--- src/rtl/div_sequencer.sv ---
// ============================================================================
//  div_sequencer : restoring shift-subtract divider, one iteration per clock
//  Revision 1.0
// ============================================================================
`default_nettype none

module div_sequencer #(
   parameter int WIDTH = 32
) (
   input  logic                 clock,
   input  logic                 reset_n,
   input  logic                 start,
   input  logic                 signed_op,
   input  logic [WIDTH-1:0]     dividend,
   input  logic [WIDTH-1:0]     divisor,
   output logic                 busy,
   output logic                 done,
   output logic                 div_by_zero,
   output logic [2*WIDTH-1:0]   result
);

   localparam int CW = $clog2(WIDTH);

   localparam logic [2:0] S_IDLE   = 3'd0;
   localparam logic [2:0] S_PREP   = 3'd1;
   localparam logic [2:0] S_ITER   = 3'd2;
   localparam logic [2:0] S_FIXUP  = 3'd3;
   localparam logic [2:0] S_FINISH = 3'd4;

   logic [2:0]           state_q, state_d;
   logic                 sgn_q, sgn_d;
   logic [WIDTH-1:0]     dvd_q, dvd_d;
   logic [WIDTH-1:0]     dvs_q, dvs_d;
   logic [WIDTH:0]       rem_q, rem_d;
   logic [WIDTH-1:0]     quo_q, quo_d;
   logic [WIDTH-1:0]     den_q, den_d;
   logic [CW-1:0]        cnt_q, cnt_d;
   logic                 qneg_q, qneg_d;
   logic                 rneg_q, rneg_d;
   logic                 zero_q, zero_d;
   logic                 dbz_q, dbz_d;
   logic [2*WIDTH-1:0]   result_q, result_d;

   logic                 w_dvd_neg;
   logic                 w_dvs_neg;
   logic [WIDTH-1:0]     w_dvd_mag;
   logic [WIDTH-1:0]     w_dvs_mag;
   logic [WIDTH:0]       w_rem_shift;
   logic [WIDTH:0]       w_diff;
   logic [WIDTH-1:0]     w_quo_fix;
   logic [WIDTH-1:0]     w_rem_fix;

   // Magnitudes are unsigned, so the most negative value maps to 2^(WIDTH-1)
   assign w_dvd_neg   = sgn_q & dvd_q[WIDTH-1];
   assign w_dvs_neg   = sgn_q & dvs_q[WIDTH-1];
   assign w_dvd_mag   = w_dvd_neg ? (~dvd_q + 1'b1) : dvd_q;
   assign w_dvs_mag   = w_dvs_neg ? (~dvs_q + 1'b1) : dvs_q;

   assign w_rem_shift = {rem_q[WIDTH-1:0], quo_q[WIDTH-1]};
   assign w_diff      = w_rem_shift - {1'b0, den_q};

   assign w_quo_fix   = qneg_q ? (~quo_q + 1'b1) : quo_q;
   assign w_rem_fix   = rneg_q ? (~rem_q[WIDTH-1:0] + 1'b1) : rem_q[WIDTH-1:0];

   always_ff @(posedge clock or negedge reset_n) begin
      if (!reset_n) begin
         state_q <= S_IDLE;
      end else begin
         state_q <= state_d;
      end
   end

   always_comb begin
      state_d = state_q;
      case (state_q)
         S_IDLE:   if (start) state_d = S_PREP;
         S_PREP:   state_d = (dvs_q == '0) ? S_FIXUP : S_ITER;
         S_ITER:   if (cnt_q == '0) state_d = S_FIXUP;
         S_FIXUP:  state_d = S_FINISH;
         S_FINISH: state_d = S_IDLE;
         default:  state_d = S_IDLE;
      endcase
   end

   always_comb begin
      busy = (state_q != S_IDLE);
      done = (state_q == S_FINISH);
   end

   always_comb begin
      sgn_d    = sgn_q;
      dvd_d    = dvd_q;
      dvs_d    = dvs_q;
      rem_d    = rem_q;
      quo_d    = quo_q;
      den_d    = den_q;
      cnt_d    = cnt_q;
      qneg_d   = qneg_q;
      rneg_d   = rneg_q;
      zero_d   = zero_q;
      dbz_d    = dbz_q;
      result_d = result_q;
      case (state_q)
         S_IDLE: begin
            if (start) begin
               sgn_d = signed_op;
               dvd_d = dividend;
               dvs_d = divisor;
               dbz_d = 1'b0;
            end
         end
         S_PREP: begin
            // A zero divisor preloads the final pattern and reuses the fixup write
            if (dvs_q == '0) begin
               rem_d  = {1'b0, dvd_q};
               quo_d  = '1;
               qneg_d = 1'b0;
               rneg_d = 1'b0;
               zero_d = 1'b1;
            end else begin
               rem_d  = '0;
               quo_d  = w_dvd_mag;
               den_d  = w_dvs_mag;
               qneg_d = w_dvd_neg ^ w_dvs_neg;
               rneg_d = w_dvd_neg;
               zero_d = 1'b0;
               cnt_d  = CW'(WIDTH - 1);
            end
         end
         S_ITER: begin
            if (!w_diff[WIDTH]) begin
               rem_d = w_diff;
               quo_d = {quo_q[WIDTH-2:0], 1'b1};
            end else begin
               rem_d = w_rem_shift;
               quo_d = {quo_q[WIDTH-2:0], 1'b0};
            end
            cnt_d = cnt_q - 1'b1;
         end
         S_FIXUP: begin
            result_d = {w_rem_fix, w_quo_fix};
            dbz_d    = zero_q;
         end
         default: ;
      endcase
   end

   always_ff @(posedge clock or negedge reset_n) begin
      if (!reset_n) begin
         sgn_q    <= 1'b0;
         dvd_q    <= '0;
         dvs_q    <= '0;
         rem_q    <= '0;
         quo_q    <= '0;
         den_q    <= '0;
         cnt_q    <= '0;
         qneg_q   <= 1'b0;
         rneg_q   <= 1'b0;
         zero_q   <= 1'b0;
         dbz_q    <= 1'b0;
         result_q <= '0;
      end else begin
         sgn_q    <= sgn_d;
         dvd_q    <= dvd_d;
         dvs_q    <= dvs_d;
         rem_q    <= rem_d;
         quo_q    <= quo_d;
         den_q    <= den_d;
         cnt_q    <= cnt_d;
         qneg_q   <= qneg_d;
         rneg_q   <= rneg_d;
         zero_q   <= zero_d;
         dbz_q    <= dbz_d;
         result_q <= result_d;
      end
   end

   assign div_by_zero = dbz_q;
   assign result      = result_q;

endmodule

`default_nettype wire
--- config.mk ---
export PLATFORM = sky130hd
export DESIGN_NAME = div_sequencer
export DESIGN_NICKNAME = d
export VERILOG_FILES = /design/src/rtl/div_sequencer.sv
export SDC_FILE = /design/constraint.sdc
export NUM_CORES = 1
export LEC_CHECK = 0
export BUFFER_PORTS_ARGS = -buffer_cell sky130_fd_sc_hd__buf_2
export CAP_MARGIN = 15
export CORE_UTILIZATION = 39
export CTS_BUF_LIST = sky130_fd_sc_hd__clkbuf_8
export CTS_CLUSTER_DIAMETER = 30
export DETAILED_ROUTE_END_ITERATION = 8
export GPL_TIMING_DRIVEN = 0
export HOLD_SLACK_MARGIN = 0.08
export PLACE_DENSITY = 0.7
export SKIP_LAST_GASP = 1
export SLEW_MARGIN = 20
export SYNTH_ARGS = -nofsm -noshare
export SYNTH_HDL_FRONTEND = slang
export SYNTH_SLANG_ARGS = --single-unit
--- constraint.sdc ---
create_clock -name clock -period 3.15 [get_ports clock]
set_clock_uncertainty 0.15 [all_clocks]
set_input_delay 0.63 -clock clock [delete_from_list [all_inputs] [get_ports clock]]
set_output_delay 0.63 -clock clock [all_outputs]
set_load 0.005 [all_outputs]
==> reports/results.txt <==
The data arrival time at the worst-slack endpoint was 3.80 ns. The final worst slack was -0.288 ns; the count of port buffers added during placement was 134. The count of vias placed by the detailed router is 12603.

Leakage power summed over all cells: 7.89 nW. The total DRC errors in the routed layout is 0. For this run, the detailed router's first-pass iteration total came to 5.

The category of the worst setup path launch point was a flop. The number of nets in the synthesized netlist is 1640. The average cell area after synthesis is 9.05 um2. Overall power consumption after layout is estimated at 0.0244 W.

The flow ran to the end, but the final reports show violations. The area growth from synthesis to layout is 31.1%. Sorting the synthesized cells by area gives the leading types as dfrtp_1 43%, o21ai_0 6.2%, xor2_1 5.7%.

Across the run, the number of max-cap violations was 0. Counting the fill cells in the layout gives 3179. The number of distinct standard cells referenced by the synthesized netlist is 67, and the area of the die is 36300 um2. The run gives 32.5 mm as the final HPWL from detailed placement. In this run the cell area of the synthesized design comes to 13900 um2.

The clock tree synthesis step divided the H-tree into 2 levels. The placement row count came out at 68. The tools report the latest clock arrival within the worst-skew pair as 0.64 ns.

The number of pins exceeding their max-slew limit in the final report is 0. For the pin with the worst max-slew slack, the measured transition is 0.802 ns. Sequential cells account for 26.5% of the total power. The weighted congestion at the end of routability-driven global placement is 0.988, and the clock net sink count is 237. The critical path is of the flop to flop type. The logs give 24.4% for the global-route total usage across every layer and 0 for the number of warning messages in the yosys log. The wire length per cell is 18.8 um. Including well taps, the total number of placed cells is 2124.

Type of destination of the critical path: a flop. The XOR/XNOR share of the synthesized area was 9.40%; the number of buffers added by the clock tree synthesis step was 59. The number of inserted diodes is 0, and the fmax is 291 MHz. In the final design database the tool counted 1931 nets. The post-layout utilization of the core came out at 52.3%. The largest family of logic cells by synthesized area was compound AO/OA/AOI/OAI gates. The clock network accounts for 18.7% of the total power.

The synthesized design contains 237 register bits. The run gives 34800 um2 as the placeable core area. 135 I/O pins were placed.

For the final standard cell count with taps included and fillers excluded, the log shows 2326. Fraction of the mapped netlist area in simple logic gates: 15.0%. In the routed layout, each cell is associated on average with a via count of 5.42.

The die is 191 um tall. The clock tree root driver cell was clkbuf_8. The final number of hold-violating endpoints was 0. The startpoint identified for the worst register-to-register timing path is rem_q[10]. The pin count of the biggest net entering global routing was 85; the number of cell instances on the worst register-to-register path was 9. Per report_power, the combinational group accounts for 54.8% of the total. Counting flops with an async set or reset pin after synthesis yields a share of 100%.

The number of enable-type register cells in the synthesized netlist is 0, and the power density over the cells is 1340 nW/um2. The number of global-route vias before repair was 12518. No sink is reached through more buffers than the 3 on the longest clock path. The worst pin sits at a relative slew slack of 46.5%.

Routed wire length: 43.8 mm. TritonCTS built the clock tree. Type of the most critical hold path: input port to flop. Setup repair after global routing could not meet its margin everywhere.

The violation count after the first detailed-route iteration came out at 1086. STA puts the critical path data required time at 3.52 ns. Measured against the total synthesized area, the mux share comes to 6.33%.

The number of antenna violations at the first check in global routing was 0; the cell internal power dissipation was 0.0135 W. The run gives 42.7% as the proportion of synthesized chip area in sequential cells. For this configuration, the core starts out at a cell density of 39.9%. The endpoint identified for the worst register-to-register timing path is result[59]. Worst ir drop on vdd: 552 uV.

The overflow left after global routing was 0; the layout cell share with drive strength beyond 1 was 25.3%. Tracing the worst setup path back leads to its startpoint at rem_q[10]. The synthesized netlist devotes 18.8% of its cell area to compound gates.

The number of routed nets with antenna violations is 0. Setup violations remaining at the end of the flow were counted as 8. Final critical-path required period: 3.44 ns.

For this design the total switching power over the nets is 0.0108 W. Of the available clock period, the critical path in the final layout requires 109%. The clock-pin slew reported for the worst setup and hold paths after clock tree synthesis was 0.06 ns. The top cell type by area accounts for 42.7% of the synthesized area. The global-route wire length before repair was 68.8 mm. Summing the areas of all fa, ha and maj instances in the mapped netlist gives 3.57% of the synthesized area. For this run, the leading register cell type out of synthesis is dfrtp_1. The switching share of total power was 44.4%; the number of instances in the synthesized netlist was 1533. The overall die width came out at 191 um. The checks that failed: setup timing. For flop-to-flop paths, the worst setup slack is -0.29 ns. Worst-path maximum fanout: 4.

The most critical setup path has its endpoint at result[59]. The synthesized design spends more area on one cell type than any other, namely dfrtp_1.
[power groups by stage]
stage,Sequential [W],Clock [W],Combinational [W]
after CTS,0.00640,0.00462,0.0124
final,0.00647,0.00455,0.0134
after global routing,0.00666,0.00479,0.0147
after detailed placement,0.00644,0,0.0114
after global placement,0.00639,0,0.0112
after floorplan,0.00576,0,0.00846
[area by class of cell]
cell class / count / area [um2] / share of cell area (%)
Sequential cell: 237 / 5960 / 32.8
Clock inverter: 41 / 533 / 2.93
Multi-Input combinational cell: 1150 / 7910 / 43.5
Inverter: 58 / 218 / 1.20
Clock buffer: 67 / 922 / 5.07
Tap cell: 455 / 569 / 3.13
Timing Repair Buffer: 234 / 1650 / 9.08
Buffer: 84 / 423 / 2.33
[routing by layer]
layer | share of wire, % | track usage, %
met5 | 0 | 0
met4 | 4.3 | 12.0
met3 | 6.7 | 4.07
met2 | 44 | 37.6
met1 | 45 | 33.2
[synth_stat cells (all sizes together) (2+ instances only)]
| library cell | count |
|---|---|
| or4 | 13 |
| nor2b | 3 |
| nand2 | 193 |
| a211oi | 23 |
| a21o | 12 |
| dfrtp | 237 |
| nand2b | 14 |
| nand3b | 2 |
| or3 | 21 |
| o2111ai | 2 |
| and4 | 2 |
| o21bai | 8 |
| o21a | 5 |
| a21oi | 108 |
| xnor2 | 59 |
| clkbuf | 82 |
| or3b | 2 |
| nor2 | 83 |
| o31ai | 33 |
| nand3 | 36 |
| a221oi | 3 |
| a22oi | 9 |
| a31o | 2 |
| nor3b | 3 |
| mux2 | 62 |
| or2 | 3 |
| mux2i | 18 |
| a31oi | 15 |
| nor3 | 27 |
| o41ai | 8 |
| nand4 | 3 |
| ha | 38 |
| o221ai | 3 |
| and2 | 5 |
| inv | 58 |
| buf | 6 |
| o211ai | 5 |
| xor2 | 90 |
| nor4 | 5 |
| o22ai | 12 |
| o21ai | 180 |
| and3 | 25 |
[flip-flops by register name, indices dropped and copies added, names as in the netlist]
| signal | cells |
|---|---|
| result | 64 |
| den_q | 32 |
| dvd_q | 32 |
| dvs_q | 32 |
| quo_q | 32 |
| rem_q | 32 |
| cnt_q | 5 |
| state_q | 3 |
| div_by_zero | 1 |
| qneg_q | 1 |
| rneg_q | 1 |
| sgn_q | 1 |
| zero_q | 1 |
[repair_timing]
action,in CTS,in global routing
buffers inserted,21,18
pin swaps,16,29
cloned,0,0
endpoints found under the setup margin,141,111
resized for setup,84,81
hold buffers,59,0
hold endpoints to repair,139,0
[worst max-delay path: stages, from the launching register on]
cell     delay, ns
dfrtp_2       0.41
or4_4         0.53
or3_4         0.34
or2_1         0.25
or3_4         0.33
or3_4         0.34
or4_4         0.47
o41ai_4       0.23
xor2_1        0.20
o21ai_1       0.07
[through the flow]
stage                     worst slack [ns]  instance area (um2)  setup TNS, ns  hold slack, ns
after global routing                -0.388                18200          -3.16           0.100
after detailed placement            -0.826                15200         -57.98           0.315
final                               -0.288                18200          -1.70           0.115
after CTS                           -0.289                17700          -1.73          0.0829
after global placement               -2.81                15200        -707.38           0.308
after floorplan                     -0.226                13900         -0.997           0.184
[layout by cell type (no fill, tap or decap), types with 8 or more instances in the layout]
| master | count |
|---|---|
| clkbuf_1 | 63 |
| a21oi_1 | 102 |
| nand2_1 | 192 |
| a211oi_1 | 21 |
| inv_1 | 61 |
| a21o_1 | 12 |
| nand3_1 | 32 |
| buf_2 | 134 |
| bufinv_16 | 12 |
| or4_1 | 8 |
| dlygate4sd3_1 | 59 |
| a31oi_1 | 15 |
| dfrtp_2 | 21 |
| o21ai_0 | 161 |
| nor3_1 | 23 |
| xnor2_1 | 58 |
| ha_4 | 12 |
| clkinv_2 | 10 |
| or3_1 | 14 |
| dfrtp_1 | 216 |
| xor2_1 | 89 |
| o22ai_1 | 12 |
| o31ai_1 | 23 |
| clkbuf_8 | 70 |
| o21bai_1 | 8 |
| nand2b_1 | 13 |
| ha_1 | 21 |
| o21ai_1 | 15 |
| nor2_1 | 81 |
| mux2i_1 | 18 |
| and3_1 | 24 |
| mux2_2 | 60 |
| clkinvlp_4 | 11 |
| buf_4 | 40 |
[cells by family after synthesis]
| family | after synthesis |
|---|---|
| AND/OR/NAND/NOR | 444 |
| XOR/XNOR | 149 |
| AO/OA/AOI/OAI | 438 |
| adder cells (fa/ha/maj) | 39 |
| flip-flops | 237 |
| multiplexers | 80 |
| buffers and inverters | 146 |
[how the worst min path moves through the flow]
stage / start / endpoint / slack, ns / depth (start not counted)
6_report: dividend[7] / dvd_q[7] / 0.11 / 2
5_1_grt: dividend[5] / dvd_q[5] / 0.10 / 2
4_1_cts: dividend[0] / dvd_q[0] / 0.08 / 3
3_5_place_dp: result[37] / result[37] / 0.32 / 2
3_3_place_gp: den_q[31] / den_q[31] / 0.31 / 2
2_1_floorplan: reset_n / cnt_q[0] / 0.18 / 0
Note: power is estimated with default switching activity, not from simulation.
